[config.mk]
export PLATFORM = sky130hd
export DESIGN_NAME = expander_ctrl
export DESIGN_NICKNAME = d
export VERILOG_FILES = /design/src/rtl/expander_ctrl.sv
export SDC_FILE = /design/constraint.sdc
export NUM_CORES = 1
export LEC_CHECK = 0
export CAP_MARGIN = 20
export CORE_UTILIZATION = 54
export CTS_CLUSTER_SIZE = 12
export DETAILED_ROUTE_END_ITERATION = 6
export MAX_ROUTING_LAYER = met4
export PLACE_DENSITY = 0.78
export SLEW_MARGIN = 20
export SYNTH_ARGS = -nofsm -noshare
export SYNTH_HDL_FRONTEND = slang
export SYNTH_SLANG_ARGS = --single-unit
[constraint.sdc]
create_clock -name i_clk -period 2.3 [get_ports i_clk]
set_input_delay 0.345 -clock i_clk [delete_from_list [all_inputs] [get_ports i_clk]]
set_output_delay 0.345 -clock i_clk [all_outputs]
set_load 0.02 [all_outputs]
[src/rtl/expander_ctrl.sv]
// expander_ctrl
//   Command sequencer between the SPI slave byte interface and the expander
//   output port. Received bytes are parsed into write/read transactions on a
//   small register bank. Register 0 drives the 8-bit expander output, and
//   read-back bytes are handed to the SPI slave transmit path.
//
//   Command byte: bit7=1 write, bit7=0 read, bits[6:0] start address.
//   Following bytes are burst data (write) or dummy bytes (read). The address
//   auto-increments and wraps to 0 after the last register.
//
// Parameters
//   NUM_REGS  number of 8-bit registers (2..127), reg 0 drives o_out
//   TIMEOUT   max clk cycles allowed between bytes inside a transaction (>=1)
//
// Optional feature macro: STATUS_REG_EN
//   When defined, address 7'h7F is a read-only status register returning
//   {err, busy, 6'b0}. Reading it clears err one cycle after the tx_latch.
//
// Ports
//   i_clk       system clock, rising edge
//   i_rst_n     asynchronous active-low reset
//   i_ss        SPI slave select (active-low), already synchronised
//   i_rx_data   received byte, valid with i_rx_rdy
//   i_rx_rdy    one-cycle pulse per received byte
//   o_tx_data   byte for the SPI slave to shift out next
//   o_tx_latch  one-cycle pulse: SPI slave captures o_tx_data
//   o_out       register 0 contents (expander pins)
//   o_busy      high while in a write or read data phase
//   o_err       sticky error flag
module expander_ctrl #(
  parameter int NUM_REGS = 4,
  parameter int TIMEOUT  = 255
) (
  input  logic       i_clk,
  input  logic       i_rst_n,
  input  logic       i_ss,
  input  logic [7:0] i_rx_data,
  input  logic       i_rx_rdy,
  output logic [7:0] o_tx_data,
  output logic       o_tx_latch,
  output logic [7:0] o_out,
  output logic       o_busy,
  output logic       o_err
);

  localparam int         AW          = (NUM_REGS > 1) ? $clog2(NUM_REGS) : 1;
  localparam int         TW          = $clog2(TIMEOUT + 1);
  localparam logic [6:0] LAST_ADDR   = 7'(NUM_REGS - 1);
  localparam logic [6:0] NREGS_ADDR  = 7'(NUM_REGS);

  typedef enum logic [1:0] {S_IDLE, S_CMD, S_WDATA, S_RDATA} state_t;

  state_t        r_state, w_state_next;
  logic [7:0]    r_regs [NUM_REGS];
  logic [6:0]    r_addr, w_addr_next;
  logic [TW-1:0] r_timer, w_timer_next;
  logic [7:0]    r_tx_data, w_tx_data_next;
  logic          r_tx_latch, w_tx_latch_next;
  logic          r_err, w_err_next;
  logic          r_clr_pend, w_clr_pend_next;

  logic          w_wr_en;
  logic          w_busy;
  logic [6:0]    w_cmd_addr;
  logic [6:0]    w_addr_inc;
  logic          w_cmd_ok, w_addr_ok;
  logic          w_cmd_stat, w_addr_stat;
  logic [7:0]    w_cmd_rd, w_inc_rd;

  assign w_busy     = (r_state == S_WDATA) || (r_state == S_RDATA);
  assign w_cmd_addr = i_rx_data[6:0];
  // Any address at or past the last register (including out-of-range ones)
  // wraps the burst back to 0.
  assign w_addr_inc = (r_addr >= LAST_ADDR) ? 7'd0 : r_addr + 7'd1;
  assign w_cmd_ok   = (w_cmd_addr < NREGS_ADDR);
  assign w_addr_ok  = (r_addr < NREGS_ADDR);

`ifdef STATUS_REG_EN
  assign w_cmd_stat  = (w_cmd_addr == 7'h7F);
  assign w_addr_stat = (r_addr == 7'h7F);
`else
  assign w_cmd_stat  = 1'b0;
  assign w_addr_stat = 1'b0;
`endif

  // Read value for a read command address; status is sampled before the
  // read clears err.
  always_comb begin
    w_cmd_rd = 8'hFF;
    if (w_cmd_stat)
      w_cmd_rd = {r_err, w_busy, 6'b0};
    else if (w_cmd_ok)
      w_cmd_rd = r_regs[w_cmd_addr[AW-1:0]];
  end

  // The incremented address is always inside the register range.
  assign w_inc_rd = r_regs[w_addr_inc[AW-1:0]];

  always_comb begin
    w_state_next    = r_state;
    w_addr_next     = r_addr;
    w_timer_next    = '0;
    w_tx_data_next  = r_tx_data;
    w_tx_latch_next = 1'b0;
    w_err_next      = r_err;
    w_clr_pend_next = 1'b0;
    w_wr_en         = 1'b0;

    // Pending status-read clear; any error raised this cycle overrides it.
    if (r_clr_pend)
      w_err_next = 1'b0;

    if (i_ss) begin
      // Deselect wins over a byte arriving in the same cycle.
      w_state_next = S_IDLE;
    end else begin
      case (r_state)
        S_IDLE: w_state_next = S_CMD;
        S_CMD: begin
          if (i_rx_rdy) begin
            w_addr_next = w_cmd_addr;
            if (i_rx_data[7]) begin
              w_state_next = S_WDATA;
            end else begin
              w_state_next    = S_RDATA;
              w_tx_data_next  = w_cmd_rd;
              w_tx_latch_next = 1'b1;
              if (w_cmd_stat)
                w_clr_pend_next = 1'b1;
              else if (!w_cmd_ok)
                w_err_next = 1'b1;
            end
          end
        end
        S_WDATA, S_RDATA: begin
          if (i_rx_rdy) begin
            w_addr_next = w_addr_inc;
            if (r_state == S_WDATA) begin
              if (w_addr_ok)
                w_wr_en = 1'b1;
              else if (!w_addr_stat)
                w_err_next = 1'b1;
            end else begin
              w_tx_data_next  = w_inc_rd;
              w_tx_latch_next = 1'b1;
            end
          end else if (r_timer == TW'(TIMEOUT - 1)) begin
            // Timer would reach TIMEOUT this edge: abort to command phase.
            w_err_next   = 1'b1;
            w_state_next = S_CMD;
          end else begin
            w_timer_next = r_timer + 1'b1;
          end
        end
        default: w_state_next = S_IDLE;
      endcase
    end
  end

  always_ff @(posedge i_clk or negedge i_rst_n) begin
    if (!i_rst_n) begin
      r_state    <= S_IDLE;
      r_addr     <= '0;
      r_timer    <= '0;
      r_tx_data  <= '0;
      r_tx_latch <= 1'b0;
      r_err      <= 1'b0;
      r_clr_pend <= 1'b0;
    end else begin
      r_state    <= w_state_next;
      r_addr     <= w_addr_next;
      r_timer    <= w_timer_next;
      r_tx_data  <= w_tx_data_next;
      r_tx_latch <= w_tx_latch_next;
      r_err      <= w_err_next;
      r_clr_pend <= w_clr_pend_next;
    end
  end

  always_ff @(posedge i_clk or negedge i_rst_n) begin
    if (!i_rst_n) begin
      for (int i = 0; i < NUM_REGS; i++)
        r_regs[i] <= '0;
    end else if (w_wr_en) begin
      r_regs[r_addr[AW-1:0]] <= i_rx_data;
    end
  end

  assign o_tx_data  = r_tx_data;
  assign o_tx_latch = r_tx_latch;
  assign o_out      = r_regs[0];
  assign o_busy     = w_busy;
  assign o_err      = r_err;

endmodule
Word-level counts from Yosys, hierarchy flattened:

Cells that the tools add are included.

* bits of input ports: 12
* output and inout bits: 19
* logic and storage cells: 96
* bits in registers: 59

* equal/unequal tests: 15
* reductions and logical operators: 9
* add/subtract/negate cells: 2
* magnitude comparators: 7
* muxes and demuxes: 49
* bitwise gates (word level): 4

Operator list (number)
* 8-bit two-way mux: 14
* 8-bit binary-select mux with 2-bit select: 2
* 32-bit bitwise mux: 1
* 7-bit two-way mux: 3
* 1-bit two-way mux: 19
* 3-bit inequality test, second input constant: 6
* 8-bit demux with 2-bit select: 1
* 8-bit one-hot mux with 2 select lines: 1
* 7-bit by 3-bit < comparator with 1-bit output, second input constant: 2
* 7-bit one-hot mux with 2 select lines: 1
* 2-bit inequality test, second input constant: 5
* 3-bit >= comparator, second input constant: 3
* 2-bit NOT with 3-bit output: 3
* 8-bit by 1-bit adder with 8-bit output, second input constant: 1
* 8-bit equality test, second input constant: 1
* 2-bit two-way mux: 4
* 8-bit AND reduction: 1
* 7-bit by 1-bit adder with 7-bit output, second input constant: 1
* 7-bit by 2-bit >= comparator with 1-bit output, second input constant: 1
* 2-bit one-hot mux with 3 select lines: 1
* 6-bit AND reduction: 1
* 2-bit equality test, second input constant: 2
* 1-bit one-hot mux with 2 select lines: 2
* 4-bit AND reduction: 1
* other kinds (9): 9

Logic depth before layout (Yosys ltp):

* depth in word-level cells: 9
* mapped depth: 6
* gate-level depth less buffers: 6

Least setup slack after synthesis:

OpenSTA, ideal clock, no wires.

* kind: reg-to-reg
* start: reg r_addr[0]
* end: reg r_tx_data[0], in the netlist o_tx_data[0]
* data arrival time: 1.947 ns
* library setup time: 0.094 ns
* path buffers: 0
* cell stages (with the launch flop): 7
* required time: 2.206 ns
* slack: 0.259 ns
* path through: dfrtp_1 inv_1 ha_1 or4_1 nor2_1 a221oi_1 a211oi_1

* word-level cells in the longest chain between the ends: 9

Ends and longest elaborated chain
* start: declaration: RTL line 55 `logic [6:0] r_addr, w_addr_next;`
* start signal: assignment: RTL line 171 `r_addr <= w_addr_next;`
* 7-bit by 1-bit adder with 7-bit output / 7-bit by 2-bit >= comparator with 1-bit output (equally long branches): RTL line 74 `assign w_addr_inc = (r_addr >= LAST_ADDR) ? 7'd0 : r_addr + 7'd1;`
* 7-bit two-way mux (*): RTL line 74
* 2-bit NOT with 3-bit output (implied by the code) (*): RTL line 97 `assign w_inc_rd = r_regs[w_addr_inc[AW-1:0]];`
* 8-bit binary-select mux with 2-bit select (*): RTL line 97
* 8-bit two-way mux (implied by the code) (*) (2 in a row): RTL line 97
* 8-bit two-way mux (*): RTL line 138 `if (r_state == S_WDATA) begin`
* 8-bit two-way mux (*): RTL line 136 `if (i_rx_rdy) begin`
* 8-bit one-hot mux with 2 select lines (*): RTL line 117 `case (r_state)`
* end signal: assignment: RTL line 173 `r_tx_data <= w_tx_data_next;`
* end: declaration: RTL line 57 `logic [7:0] r_tx_data, w_tx_data_next;`

Mark *: on every way between the ends. The rest lies on a longest branch, timed or not. The select of a mux whose other input is x is not followed.
A chain may end at the register's enable or synchronous reset.

Worst setup path in the final report:

* start: reg r_addr[0]
* end: reg r_tx_data[7], in the netlist o_tx_data[7]

Same word-level chain as after synthesis.

==> summary.md <==
| Metric | Value |
|---|---|
| Run status | `complete, no violations` |
| First-pass GRT wire length | `11120 µm` |
| Post-route DRC | `0` |
| Largest net degree at the start of global routing | `35` |
| Dpl ws | `-0.02722 ns` |
| # hold bufs at CTS | `0` |
| Largest family of logic cells by synthesized area | `multiplexers` |
| Ys Warns | `0` |
| Buf+Inv Stages, Crit Path | `2` |
| Fin area | `between 0.003 and 0.004 mm²` |
| Worst Clk Skew | `0.006786 ns` |
| 1st-iter DRT viols | `between 100 and 150` |
| Critical path peak fanout | `8` |
| GRT Total Usage | `26.28%` |
| Clock network power share | `about 30%` |
| Worst path max stage delay | `between 0.5 and 0.6 ns` |
| Cell Int Power | `between 1.5 and 2 mW` |
| Combinational share of power | `between 20% and 30%` |
| Mux cell area share after synthesis | `~18%` |
| Area added between synthesis and finish | `19.10%` |
| Setup slack, reg-to-reg | `~0.18 ns` |
| Placer Congestion | `about 0.84` |
| Crit share post-route | `between 90% and 100%` |
| DR WL/cell | `between 15 and 20 µm` |
| Initial antenna violation count | `0` |
| Synth top area share | `about half` |
| CTS buffer count | `9` |
| Met2 usage | `between 30% and 40%` |
| Fin. Hold Viols | `0` |
| Complex-gate fraction of the synthesized area | `approximately 11%` |
| Worst ir drop on vdd | `593.2 µV` |
| Post-Synthesis Cells | `263` |
| Seq/Total Area, Yosys | `48.68%` |
| Critical Path Stages | `7` |
| Clk sink count | `59` |
| Drt via density | `6.095` |
| Fillers | `about 410` |
| Post-CTS setup buffers | `0` |
| Crit start category | `flip-flop` |
| Achievable Freq | `around 470 MHz` |
| Grt total ovfl | `0` |
| Number of max-cap violations | `0` |
| Netlist cell types | `40` |
| Reg2Reg Depth | `7` |
| Sw Share | `between 30% and 40%` |
| Core Rows | `26` |
| Pleak | `approximately 1.6 nW` |
| Area leader, netlist | `dfrtp_1` |
| CTS tree | `yes` |
| Clk slew on worst S/H paths | `about 0.070 ns` |
| IO Count | `31` |
| Placed inst area | `0.003435 mm²` |
| Crit-path slowest cell | `or4_1` |
| Clk Latency, worst-skew pair | `about 0.34 ns` |
| Finished Layout Cells | `~380` |
| Placed cell count | `~360` |
| Crit path kind | `flip-flop to flip-flop` |
| First drt pass iteration count | `4` |
| Share of cells above drive strength 1 | `28.25%` |
| Synth Net Count | `281` |
| Worst-case clock buffer depth | `2` |
| Via count | `~2300` |
| Endpoint class of the critical path | `flip-flop` |
| Seq pwr share | `46.7%` |
| Synth Register Bits | `between 50 and 60` |
| Total die area | `approximately 0.0059 mm²` |
| Nets | `approximately 320` |
| RSZ-0062 raised after global routing | `no` |
| Antenna-violating nets left | `0` |
| Final wirelength | `a little under 7000 µm` |
| # diodes | `0` |
| Pwr Density | `approximately 760 mW/mm²` |
| Delay-heaviest family, CP | `simple AND/OR/NAND/NOR gates` |
| Core box area | `~0.0053 mm²` |
| Synth Area in Simple Gates | `approximately 14%` |
| Clock period minus worst slack | `approximately 2.1 ns` |
| Hold crit path type | `primary input to async pin` |
| Die Y | `76.95 µm` |
| Synth Area in XOR/XNOR | `under 10%` |
| Synth area leaders | `dfrtp_1, mux2_2, mux4_2` |
| Synth Area in Adders | `around 2.5%` |
| Post-DP HPWL | `4658 µm` |
| M1 GR Usage | `32.64%` |
| Die width | `roughly 77 µm` |
| WP data arrival | `approximately 2.4 ns` |
| Syn Area/Cell | `about 12 µm²` |
| Final slew viol count | `0` |
| P_sw | `roughly 850 µW` |
| Relative slew slack | `48.77%` |
| Vias in the first global route | `between 2000 and 2500` |
| PnR worst setup slack | `0.1833 ns` |
| Final setup fails | `0` |
| Mapped Area | `between 0.003 and 0.004 mm²` |
| GRT Max-Usage Layer | `met2` |
| Worst slew pin tran | `between 0.7 and 0.8 ns` |
| Global-route met3 utilization | `under 10%` |
| Root buf cell | `clkbuf_8` |
| CP cell instances | `inv_1 -> ha_1 -> or4_1 -> nor2_1 -> buf_4 -> a221oi_1 -> a211oi_1` |
| Number of buffers added on ports | `30` |
| Initial Util | `57.55%` |
| H-tree Lvls | `3` |
| # resized after CTS | `0` |
| Worst EP required | `roughly 2.6 ns` |
-- per-stage QoR --
step | utilization [%] | total power, mW | setup TNS [ns] | hold WS, ns
final | 68.54 | 2.742 | 0 | 0.08043
after global routing | 68.54 | 2.885 | 0 | 0.1411
after CTS | 68.40 | 2.756 | 0 | 0.1057
after detailed placement | 65.17 | 1.941 | -0.1936 | 0.4596
after global placement | 65.17 | 1.916 | 0 | 0.4492
after floorplan | - | 1.664 | 0 | 0.04941
-- flip-flops by register name, summed over array words and instances (netlist names) --
register    cells
r_state         2
o_tx_data       8
o_out           8
r_regs         24
o_tx_latch      1
r_addr          7
r_timer         8
o_err           1
-- power by group through the flow --
stage / clock network [mW] / registers (mW) / logic, mW
detailed placement: 0 / 1.30 / 0.642
CTS: 0.832 / 1.28 / 0.645
finish: 0.816 / 1.28 / 0.646
global placement: 0 / 1.29 / 0.627
global route: 0.884 / 1.30 / 0.702
floorplan: 0 / 1.33 / 0.331
-- metal layers --
layer / up-vias / share of wire [%]
met5: - / 0
met4: 0 / 3.1
met3: 20 / 6.0
met2: 79 / 49
met1: 1153 / 42
li1: 1052 / -
-- cell usage after synthesis, drive strengths merged --
master  instances
nor3            9
a31oi           1
nand3           4
nand2          20
a311oi          1
clkbuf          9
mux2           32
o41ai           1
nor2           25
nor4            2
and4            1
a21oi           3
and3            1
o311ai          8
or4             2
inv             6
ha              6
nor4b           2
or3b            1
o21ai           8
or3             2
a221oi          8
xnor2           1
or2             9
dfrtp          59
xor2            5
buf             8
nand4           2
a211oi          9
clkinv          2
o211a           1
a41o            2
o221a           1
o211ai          1
mux4            8
nor2b           3
-- cell type report --
| cell class | instances | area, µm² | share of cell area (%) |
|---|---|---|---|
| flip-flops and latches | 59 | 1476 | 40.87 |
| multi-input cells | 179 | 1433 | 39.66 |
| repair buffers | 46 | 415.4 | 11.50 |
| clock buffers | 11 | 141.4 | 3.914 |
| well taps | 70 | 87.58 | 2.425 |
| inverters | 8 | 30.03 | 0.8313 |
| clock inverters | 5 | 28.78 | 0.7967 |
-- placed cells by master (no fill, tap or decap), types with 2 or more instances in the layout --
cell,count
nor2_1,25
xor2_1,5
or3_1,2
buf_4,16
clkdlybuf4s50_1,29
nand3_1,4
clkinv_1,2
mux4_2,8
o21ai_0,8
o311ai_0,8
dfrtp_1,59
a21oi_1,3
nor2b_1,3
a41o_1,2
inv_1,6
clkinv_2,4
mux2_2,31
nand4_1,2
clkbuf_8,10
nor3_1,9
a221oi_1,8
nand2_1,17
or2_2,9
ha_1,6
a211oi_1,9
nor4_1,2
nand2_2,3
-- worst paths after layout --
| check | to | from |
|---|---|---|
| worst max register to register | o_tx_data[7]$_DFFE_PN0P_ | r_addr[0]$_DFFE_PN0P_ |
| worst min-delay path | r_timer[2]$_DFF_PN0_ | i_rst_n |
| worst max-delay path | o_tx_data[7]$_DFFE_PN0P_ | r_addr[0]$_DFFE_PN0P_ |
| max in group asynchronous | r_regs[18]$_DFFE_PN0P_ | i_rst_n |
| min in group i_clk | o_err$_DFFE_PN0P_ | o_err$_DFFE_PN0P_ |
| worst min register to register | o_err$_DFFE_PN0P_ | o_err$_DFFE_PN0P_ |
-- cells by family (layout without fill, tap and decap cells) --
group,Yosys count,count (layout)
AO/OA/AOI/OAI,44,44
XOR/XNOR,6,6
adder cells (fa/ha/maj),6,6
buffers and inverters,25,70
flip-flops,59,59
multiplexers,40,40
AND/OR/NAND/NOR,83,83
Note: power is estimated with default switching activity, not from simulation.
